[config.mk]
export PLATFORM = sky130hd
export DESIGN_NAME = request_latch_ctrl_flat
export DESIGN_NICKNAME = d
export VERILOG_FILES = /design/src/rtl/request_latch_ctrl_if.sv /design/src/rtl/request_latch_ctrl.sv /design/src/flat_wrapper.sv
export SDC_FILE = /design/constraint.sdc
export NUM_CORES = 1
export LEC_CHECK = 0
export BUFFER_PORTS_ARGS = -buffer_cell sky130_fd_sc_hd__buf_2
export CAP_MARGIN = 0
export CORE_ASPECT_RATIO = 1.1
export CORE_MARGIN = 2
export CORE_UTILIZATION = 38
export CTS_BUF_LIST = sky130_fd_sc_hd__clkbuf_4
export DETAILED_ROUTE_END_ITERATION = 8
export GPL_ROUTABILITY_DRIVEN = 0
export GPL_TIMING_DRIVEN = 0
export PLACE_DENSITY = 0.62
export SETUP_SLACK_MARGIN = 0.3
export SLEW_MARGIN = 20
export SYNTH_ARGS = -nofsm -noshare
export SYNTH_HDL_FRONTEND = slang
export SYNTH_SLANG_ARGS = --single-unit
export TNS_END_PERCENT = 30
[constraint.sdc]
create_clock -name clk -period 3.9 [get_ports clk]
set_input_delay 0.195 -clock clk [delete_from_list [all_inputs] [get_ports clk]]
set_output_delay 0.195 -clock clk [all_outputs]
set_load 0.01 [all_outputs]
[src/rtl/request_latch_ctrl_if.sv]
// request_latch_ctrl_if: request capture, encoder return and consumer handshake bundle
interface request_latch_ctrl_if;
   logic [3:0] req;
   logic [3:0] mask;
   logic [3:0] pend;
   logic [1:0] enc_x;
   logic       enc_v;
   logic       ack;
   logic       irq;
   logic [1:0] irq_id;
   logic       timeout;
   logic       busy;
   modport master (output req, mask, enc_x, enc_v, ack, input pend, irq, irq_id, timeout, busy);
   modport slave (input req, mask, enc_x, enc_v, ack, output pend, irq, irq_id, timeout, busy);
endinterface

[src/rtl/request_latch_ctrl.sv]
// request_latch_ctrl: edge-captured request latch presenting encoded requests with ack/timeout
module request_latch_ctrl #(
   parameter logic [7:0] TIMEOUT = 8'd15
) (
   input logic clk,
   input logic rst_n,
   request_latch_ctrl_if.slave bus
);
   typedef enum logic [1:0] {IDLE, PRESENT, DROP} state_t;
   state_t     state, state_n;
   logic [3:0] req_q, pend, clr, set_v;
   logic [7:0] cnt, cnt_n;
   logic [1:0] irq_id, irq_id_n;
   logic       irq, irq_n, timeout, timeout_n;
   assign set_v = bus.req & ~req_q & ~bus.mask;
   // next-state and next registered outputs; clr drops the served line on ack or expiry
   always_comb begin
      state_n   = state;
      cnt_n     = cnt;
      irq_n     = irq;
      irq_id_n  = irq_id;
      timeout_n = 1'b0;
      clr       = '0;
      case (state)
         IDLE: if (bus.enc_v) begin
            state_n  = PRESENT;
            irq_n    = 1'b1;
            irq_id_n = bus.enc_x;
            cnt_n    = '0;
         end
         PRESENT: if (bus.ack) begin
            clr     = 4'b0001 << irq_id;
            irq_n   = 1'b0;
            state_n = IDLE;
         end else if (cnt == TIMEOUT - 8'd1) begin
            clr       = 4'b0001 << irq_id;
            irq_n     = 1'b0;
            timeout_n = 1'b1;
            state_n   = DROP;
         end else begin
            cnt_n = cnt + 8'd1;
         end
         default: state_n = IDLE;
      endcase
   end
   // state, counter, outputs and pend register; a new edge beats a same-cycle clear
   always_ff @(posedge clk) begin
      if (!rst_n) begin
         state   <= IDLE;
         req_q   <= '0;
         pend    <= '0;
         cnt     <= '0;
         irq     <= 1'b0;
         irq_id  <= '0;
         timeout <= 1'b0;
      end else begin
         state   <= state_n;
         req_q   <= bus.req;
         pend    <= (pend & ~clr) | set_v;
         cnt     <= cnt_n;
         irq     <= irq_n;
         irq_id  <= irq_id_n;
         timeout <= timeout_n;
      end
   end
   assign bus.pend    = pend;
   assign bus.irq     = irq;
   assign bus.irq_id  = irq_id;
   assign bus.timeout = timeout;
   assign bus.busy    = state != IDLE;
endmodule

[src/flat_wrapper.sv]
// flat-port wrapper written by rule: the top's interface ports become plain ports
module request_latch_ctrl_flat 
#(
   parameter logic [7:0] TIMEOUT = 8'd15
)
  (clk, rst_n, bus_req, bus_mask, bus_enc_x, bus_enc_v, bus_ack, bus_pend, bus_irq, bus_irq_id, bus_timeout, bus_busy);
  request_latch_ctrl_if bus_i ();
  input logic clk;
  input logic rst_n;
  input wire logic [$bits(bus_i.req)-1:0] bus_req;
  input wire logic [$bits(bus_i.mask)-1:0] bus_mask;
  input wire logic [$bits(bus_i.enc_x)-1:0] bus_enc_x;
  input wire logic [$bits(bus_i.enc_v)-1:0] bus_enc_v;
  input wire logic [$bits(bus_i.ack)-1:0] bus_ack;
  output wire logic [$bits(bus_i.pend)-1:0] bus_pend;
  output wire logic [$bits(bus_i.irq)-1:0] bus_irq;
  output wire logic [$bits(bus_i.irq_id)-1:0] bus_irq_id;
  output wire logic [$bits(bus_i.timeout)-1:0] bus_timeout;
  output wire logic [$bits(bus_i.busy)-1:0] bus_busy;
  assign bus_i.req = bus_req;
  assign bus_i.mask = bus_mask;
  assign bus_i.enc_x = bus_enc_x;
  assign bus_i.enc_v = bus_enc_v;
  assign bus_i.ack = bus_ack;
  assign bus_pend = bus_i.pend;
  assign bus_irq = bus_i.irq;
  assign bus_irq_id = bus_i.irq_id;
  assign bus_timeout = bus_i.timeout;
  assign bus_busy = bus_i.busy;
  request_latch_ctrl #(.TIMEOUT(TIMEOUT)) u_core (.clk(clk), .rst_n(rst_n), .bus(bus_i));
endmodule
# After elaboration in Yosys (flattened, before gate mapping)
# Cells that the tools add are included.
[totals]
elab_cells = 48
output_inout_bits = 9
in_bits = 14
reg_bits = 22
[op_classes]
bitwise = 9
mux = 16
n_shift = 1
n_reduce_logical = 8
n_eq_ne = 6
add_sub_neg = 1
[op_table]
columns = ["op", "n"]
rows = [
  ["two-way mux 8 bit", 3],
  ["case mux 8 bit (2 select lines)", 1],
  ["bitwise AND 4 bit", 3],
  ["two-way mux 4 bit", 3],
  ["NOT 4 bit", 3],
  ["adder 8 x 1 -> 8 bit, second input constant", 1],
  ["equality test 8 x 4 -> 1 bit, second input constant", 1],
  ["two-way mux 2 bit", 3],
  ["!= test 2 bit, second input constant", 3],
  ["two-way mux 1 bit", 4],
  ["OR 4 bit", 1],
  ["case mux 2 bit (2 select lines)", 1],
  ["AND reduction 2 bit", 2],
  ["AND reduction 4 bit", 1],
  ["nonzero test 2 bit", 2],
  ["left shift 1 x 2 -> 4 bit, first input constant", 1],
  ["!= test 3 x 2 -> 1 bit, second input constant", 1],
  ["AND reduction 3 bit", 1],
  ["OR reduction 3 bit", 1],
  ["equality test 2 x 1 -> 1 bit, second input constant", 1],
  ["zero test 2 bit", 1],
  ["NOT 1 bit", 2],
  ["case mux 1 bit (2 select lines)", 1],
]

# Logic depth before layout (Yosys ltp)
# Gate-level depths: netlist of the first run.
[depth]
depth_word = 7
mapped_depth = 6
depth_no_buf = 6

# Worst setup path after synthesis of the first run
# OpenSTA, ideal clock, no wires.
[synth_timing]
kind = "reg2reg"
from = "reg u_core.cnt[0]"
to = "reg u_core.cnt[2]"
setup_time_ns = 0.119
arrival_ns = 1.491
synth_period_minus_slack_ns = 1.610
required_time_ns = 3.781
slack_ns = 2.290
path_buffers = 0
path_stages_with_launch = 7
cell_sequence = "dfxtp_1 -> inv_1 -> ha_1 -> and3_1 -> a2111oi_0 -> xnor2_1 -> nor2_1"
[synth_between]
elab_chain_cells = 4
word_cells_on_any_way = 7
classes_between = "1 x add/sub; 2 x eq/ne; 3 x mux; 1 x reduce/logical"
[synth_lines]
columns = ["item", "line", "source"]
rows = [
  ["start, declared", "request_latch_ctrl.sv:12", "logic [7:0] cnt, cnt_n;"],
  ["start signal, assigned", "request_latch_ctrl.sv:60", "cnt <= cnt_n;"],
  ["adder 8 x 1 -> 8 bit", "request_latch_ctrl.sv:41", "cnt_n = cnt + 8'd1;"],
  ["two-way mux 8 bit", "request_latch_ctrl.sv:35", "end else if (cnt == TIMEOUT - 8'd1) begin"],
  ["two-way mux 8 bit", "request_latch_ctrl.sv:31", "PRESENT: if (bus.ack) begin"],
  ["case mux 8 bit (2 select lines)", "request_latch_ctrl.sv:24", "case (state)"],
]
# Parallel ways exist; a longest one is shown, timed or not. The select of a mux whose other input is x is not followed.
# A chain may end at the register's enable or synchronous reset.

# Final worst setup path of the first run
[layout_timing]
from = "reg u_core.cnt[5]"
to = "reg u_core.pend[1] (netlist: u_core.bus.pend[1])"
[layout_between]
elab_chain_cells = 7
[layout_lines]
columns = ["item", "line", "source"]
rows = [
  ["equality test 8 x 4 -> 1 bit", "request_latch_ctrl.sv:35", ""],
  ["two-way mux 4 bit", "request_latch_ctrl.sv:35", ""],
  ["two-way mux 4 bit", "request_latch_ctrl.sv:31", ""],
  ["two-way mux 4 bit", "request_latch_ctrl.sv:24", ""],
  ["NOT 4 bit", "request_latch_ctrl.sv:59", "pend <= (pend & ~clr) | set_v;"],
  ["bitwise AND 4 bit", "request_latch_ctrl.sv:59", ""],
  ["OR 4 bit", "request_latch_ctrl.sv:59", ""],
  ["end signal, assigned", "request_latch_ctrl.sv:59", ""],
  ["end, declared", "request_latch_ctrl.sv:11", "logic [3:0] req_q, pend, clr, set_v;"],
]
# No other way between the ends.

==> results.toml, run 1 <==
[power]
p_seq_frac = 0.617
swShare = 0.250
power.total_uw = 387
clockPowerShare = 0.274
p_leak_uw = 0.000447
combPwrFrac = 0.109
ir_drop_mv = 0.182
p_per_area_nw_per_um2 = 355
power_switching_uw = 96.7
p_int_uw = 291

[cts]
hold_buffers = 0
postCtsSetupBuffers = 0
cts-resized-gates = 0
htree_levels = 1
clkTransAtPathRegs_ns = 0.12
clkLatencyLatePin_ns = 0.31
cts-buffers-inserted = 3
cts_tree = "yes"
clockBufferDepth = 2
cts_sinks = 22
cts_root_buf = "clkbuf_4"

[timing]
final_hold_viol_count = 0
worst_pin_slew_ns = 0.658
fin_tns_setup_ns = 0
min_period_over_period = 0.490
drv_slew = 0
slew_headroom = 0.557
fmax_mhz = 523
min_period_ns = 1.91
worst_slack_ns = 1.99
setup_viol = 0
clock_skew_ns = 0.00451
rsz0062_at_grt = "no"

[logic_synthesis]
synth.distinct_cells = 29
yosys.area_share.adder = 0.0273
synth_xor_area_frac = 0.0383
synth_area_um2 = 916
syn_nets = 118
synth_top_family_by_area = "simple AND/OR/NAND/NOR gates"
ys_seq_area_frac = 0.481
ys_warn_count = 0
yosys.area_share.simple = 0.242
syn_avg_cell_area_um2 = 8.98
synth.mux.area_fraction = 0.0451
ys_ff_latch = 22
synth_cells = 102
synth_compound_area_frac = 0.133

[critical_path]
worstPathArrival_ns = 2.12
cp_common_cell = "a21oi_1"
crit_slowest_cell = "nor4_1"
cp_data_required_time_ns = 4.10
slowest_delay_ns = 0.60
crit_chain = "nor4_1, a21oi_1, o41ai_1, a21oi_1"
crit_fanout = 6
cp-start-kind = "flop"
path_class = "reg2reg"
cp-end-kind = "flop"

[drt]
wirelength_um = 1800
vias = 806
wire_per_inst_um = 11.4
drc_errors = 0
detail-route-antenna-nets = 0
drtPass1Iterations = 4
drt_iter0_markers = 8
vias_per_cell = 5.10

[place]
pre_cts_ws_ns = 1.99
hpwl_um = 1350
place_area_um2 = 1060
port_buffers = 22

[layout]
nets = 145
final_util = 0.479
syn_to_final_growth_pct = 19.0
final_cell_area_um2 = 1090
antennaDiodeCount = 0
drive_above_1_share = 0.242

[floorplanning]
ios = 23
die_h_um = 55.5
core_um2 = 2270
die_w_um = 50.8
placementRows = 18
start_util = 0.403
die_area_um2 = 2820

[global_route]
grt_max_degree = 13
grt-ovfl-total = 0
grt_usage = 0.147
grt_first_pass_wirelength_um = 3140
grt_pass1_vias = 767
antenna_found_initial = 0

[worst_hold_path]
hp-class = "in2reg"

[flow_run]
cap_violations = 0

[run_status]
status = "completed"
## worst max-delay path, delay by kind of cell, from the launching register on
kind | cells | cell delay (ns)
AOI/OAI and AO/OA | 3 | 0.85
and+or+nand+nor | 1 | 0.60
DFF | 1 | 0.36
## power by group through the flow
stage	Sequential (uW)	Combinational [uW]	Clock, uW
finish	239	42.2	106
global route	241	47.3	125
CTS	239	43.0	111
detailed placement	244	42.9	0
global placement	244	42.1	0
floorplan	245	22.5	0
## routing by layer
metal  routed length (um)  vias up  track usage
met5                    0        -            0
met4                   23        0       0.0695
met3                   93        2       0.0351
met2                  885       21        0.258
met1                  797      378        0.163
li1                     -      405            -
## synth_stat cells (all sizes together)
cell / count / area [um2]
o21ai: 2 / 10.0
dfxtp: 22 / 440
nor4: 2 / 12.5
a21oi: 7 / 35.0
or2: 1 / 6.26
a21o: 1 / 15.0
buf: 1 / 5.00
clkbuf: 1 / 3.75
or3: 2 / 12.5
o21a: 1 / 7.51
xnor2: 4 / 35.0
mux2: 1 / 11.3
and3: 2 / 12.5
mux2i: 3 / 30.0
nand3: 3 / 15.0
inv: 5 / 18.8
a2111oi: 1 / 8.76
nand2: 11 / 41.3
or2b: 1 / 7.51
and2: 4 / 25.0
o41ai: 3 / 26.3
nor2: 11 / 41.3
nor3: 6 / 30.0
or3b: 2 / 17.5
o221a: 1 / 11.3
ha: 2 / 25.0
o31ai: 1 / 7.51
clkinv: 1 / 3.75
## registers in the layout, indices dropped and copies added (netlist names)
| signal | cells |
|---|---|
| u_core.bus.irq_id | 2 |
| u_core.cnt | 8 |
| u_core.bus.irq | 1 |
| u_core.bus.timeout | 1 |
| u_core.bus.pend | 4 |
| u_core.state | 2 |
| u_core.req_q | 4 |
## metrics by stage
stage          hold WS (ns)  instances
2_1_floorplan         0.312        102
3_3_place_gp          0.413        154
3_5_place_dp          0.414        154
4_1_cts              0.0795        158
5_1_grt              0.0820        158
6_report             0.0927        158
## logic make-up after synthesis
group / after synthesis
multiplexers: 4
adder cells (fa/ha/maj): 2
AO/OA/AOI/OAI: 17
buffers and inverters: 8
flip-flops: 22
AND/OR/NAND/NOR: 45
XOR/XNOR: 4
## final cells by class
| type | count | area (um2) |
|---|---|---|
| plain buffers | 2 | 8.76 |
| clock buffers | 3 | 22.5 |
| clock inverters | 1 | 3.75 |
| fillers | 235 | 1180 |
| inverters | 6 | 22.5 |
| multi-input cells | 72 | 444 |
| flip-flops and latches | 22 | 440 |
| well taps | 30 | 37.5 |
| repair buffers | 22 | 110 |
## path summary, 6_finish.rpt
check,from,endpoint,slack [ns],cells after the start
setup reg to reg,u_core.cnt[5],u_core.bus.pend[1],1.99,4
hold reg to reg,u_core.bus.pend[0],u_core.bus.pend[0],0.47,2
hold / removal,bus_req[1],u_core.req_q[1],0.09,2
setup / recovery,u_core.cnt[5],u_core.bus.pend[1],1.99,4
## cell usage in the layout, fill, tap and decap left out, types with 3 or more instances in the layout
cell type,instances
nand3_1,3
nor2_1,11
clkbuf_4,3
xnor2_1,4
inv_1,5
nand2_1,11
mux2i_1,3
and2_1,4
buf_2,23
nor3_1,6
a21oi_1,7
o41ai_1,3
dfxtp_1,22
Note: power is estimated with default switching activity, not from simulation.
==> run 2, diff against run 1 <==
--- a/config.mk
+++ b/config.mk
@@ -5,6 +5,7 @@
 export SDC_FILE = /design/constraint.sdc
 export NUM_CORES = 1
 export LEC_CHECK = 0
+export ABC_AREA = 1
 export BUFFER_PORTS_ARGS = -buffer_cell sky130_fd_sc_hd__buf_2
 export CAP_MARGIN = 0
 export CORE_ASPECT_RATIO = 1.1
@@ -14,7 +15,7 @@
 export DETAILED_ROUTE_END_ITERATION = 8
 export GPL_ROUTABILITY_DRIVEN = 0
 export GPL_TIMING_DRIVEN = 0
-export PLACE_DENSITY = 0.62
+export PLACE_DENSITY = 0.64
 export SETUP_SLACK_MARGIN = 0.3
 export SLEW_MARGIN = 20
 export SYNTH_ARGS = -nofsm -noshare
==> constraint.sdc (replaced) <==
create_clock -name clk -period 1.6 [get_ports clk]
set_input_delay 0.08 -clock clk [delete_from_list [all_inputs] [get_ports clk]]
set_output_delay 0.08 -clock clk [all_outputs]
set_load 0.01 [all_outputs]
==> run 2 against run 1 <==
Compared with the run above:
- hold slack lost 0.077 ns
- routed wire length grew 33%
- die area grew 9.2%
- largest cell class unchanged
- largest power group unchanged
==> results.toml, run 2 <==
[cts]
cts_sinks = 22
cts-buffers-inserted = 3
clockBufferDepth = 2
cts_tree = "yes"
clkLatencyLatePin_ns = 0.31
htree_levels = 1
clkTransAtPathRegs_ns = 0.13
cts_root_buf = "clkbuf_4"

[drt]
detail-route-antenna-nets = 0
wl_met1_um = 1030
highest_layer = "met4"
drc_errors = 0
vias = 959
wl_met3_um = 102
wl_met2_um = 1240
drt_iter0_markers = 24
wire_per_inst_um = 11.8
drtPass1Iterations = 4
wirelength_um = 2390
vias_per_cell = 4.75

[layout]
largest_reg_flops = 8
reg_top3 = "u_core.cnt: 8 flops, u_core.bus.pend: 4 flops, u_core.req_q: 4 flops"
final_cell_mix = "29 x nand2_1, 22 x buf_2, 16 x nor2_1, 16 x dfxtp_1, 14 x a21oi_1"
layout_commonest_cell = "nand2_1"
syn_to_final_growth_pct = 34.9
drive_above_1_share = 0.351
multi_input_area_um2 = 566
seq_area_um2 = 450
largest_register = "u_core.cnt"
fill_cells = 242
final_util = 0.539
antennaDiodeCount = 0
nets = 188
final_cell_area_um2 = 1360

[logic_synthesis]
yosysTopAreaCellShare = 0.437
synth_area_leaders = "dfxtp_1 44%, nand2_1 11%, a21oi_1 7.0%"
synth_cells = 137
ys.flop_type = "dfxtp_1"
syn_nets = 153
synthArstFlopShare = 0
ys_warn_count = 0
synth.distinct_cells = 22
synthTopCellsByCount = "29 x nand2_1, 22 x dfxtp_1, 17 x nor2_1"
ys_ff_latch = 22
synth-edff-count = 0
synth_top_cell_by_area = "dfxtp_1"
ys_seq_area_frac = 0.437
synth_area_um2 = 1010
syn_avg_cell_area_um2 = 7.35
synth_most_common_cell = "nand2_1"

[critical_path]
startpoint = "u_core.cnt[1]"
rrSetupSlack_ns = 0.31
path_class = "reg2reg"
r2r-start = "u_core.cnt[1]"
cp_data_required_time_ns = 1.80
reg2reg_to = "u_core.cnt[7]"
endpoint = "u_core.cnt[7]"
cp-end-kind = "flop"
crit_fanout = 5
reg2reg_depth = 8
worstPathArrival_ns = 1.49
cp-start-kind = "flop"

[floorplanning]
placementRows = 19
ios = 23
core_um2 = 2520
die_area_um2 = 3080
die_h_um = 58.0
die_w_um = 53.1
start_util = 0.400

[timing]
min_period_over_period = 0.804
clock_skew_ns = 0.00285
worst_pin_slew_ns = 0.487
slew_headroom = 0.675
drv_slew = 0
fin_tns_setup_ns = 0
rsz0062_at_grt = "yes"
fmax_mhz = 777
setup_viol = 0
min_period_ns = 1.29
worst_slack_ns = 0.313
final_hold_viol_count = 0

[global_route]
grt_pass1_vias = 952
grt_first_pass_wirelength_um = 3970
grt-ovfl-total = 0
antenna_found_initial = 0
grt_usage = 0.176
grt_max_degree = 14

[power]
power.total_uw = 1160
p_per_area_nw_per_um2 = 855
ir_drop_mv = 0.661
p_leak_uw = 0.000577

[place]
place_area_um2 = 1150
port_buffers = 21
hpwl_um = 1570
pre_cts_ws_ns = 0.175

[run_status]
status = "completed"

[worst_hold_path]
hp-class = "in2reg"

[flow_run]
cap_violations = 0
run 2: cell types whose count changed in the layout (fill, tap and decap cells not counted), sizes merged, moves of 3 or more:
cell	delta
nand2	+21
nor2	+12
inv	+11
nand3	+8
a21oi	+7
nor3	-5
and2	-4
buf	+4
dlygate4sd3	+4
xnor2	-4
mux2i	-3
o21ai	+3
o41ai	-3
run 2: report_power, final:
group	internal (uW)	total, uW	leakage [uW]	switching, uW
Combinational	63.8	146	0.000366	82.0
Sequential	568	580	0.000184	12.4
Clock	253	435	0.0000279	182
Total	885	1160	0.000577	276
run 2: cell families (layout without fill, tap and decap cells):
kind of cell,Yosys count,after routing,synth area share
simple gates,73,73,0.344
fa+ha+maj,2,2,0.0248
flops,22,22,0.437
xor+xnor,1,1,0.00870
buf+inv,18,52,0.0683
compound gates,21,21,0.117
run 2: worst max-delay path, cell delays in order (launching register included):
cell and delay, ns:
dfxtp_4 0.41, ha_4 0.15, nand3_4 0.12, nor2_4 0.12, nor2_4 0.05, nor2_4 0.14, nor2_1 0.05, nor2_1 0.09
nor2_1 0.05
run 2: area by class of cell:
type                       count  share of cell area
buffer                         2             0.00645
clock buffer                   3              0.0166
clock inverter                 1              0.0221
inverter                      16              0.0442
multi-input combinational     97               0.416
sequential                    22               0.331
tap                           31              0.0285
timing repair buffer          30               0.134
run 2: stage by stage:
| step | std cells | hold WS [ns] |
|---|---|---|
| 2_1_floorplan | 137 | 0.173 |
| 3_3_place_gp | 189 | 0.266 |
| 3_5_place_dp | 189 | 0.272 |
| 4_1_cts | 201 | 0.00790 |
| 5_1_grt | 202 | 0.0145 |
| 6_report | 202 | 0.0157 |
run 2: worst min-delay path by stage:
stage	from	end	slack [ns]	cells past startpoint
3_5_place_dp	bus_req[0]	u_core.req_q[0]	0.27	3
2_1_floorplan	bus_req[0]	u_core.req_q[0]	0.17	2
5_1_grt	bus_mask[1]	u_core.bus.pend[1]	0.01	3
4_1_cts	bus_mask[1]	u_core.bus.pend[1]	0.008	3
6_report	bus_mask[3]	u_core.bus.pend[3]	0.02	3
3_3_place_gp	bus_req[2]	u_core.req_q[2]	0.27	3
run 2: routing by layer:
metal  vias to the layer above  track usage
li1                        506            -
met1                       425        0.200
met2                        26        0.321
met3                         2       0.0515
met4                         0       0.0330
met5                         -            0
run 2: repair_timing:
action	CTS	global route
gates resized for setup	12	8
endpoints found under the setup margin	12	13
hold buffers	4	0
pin swaps	3	4
endpoints found under the hold margin	4	0
buffers inserted	4	1
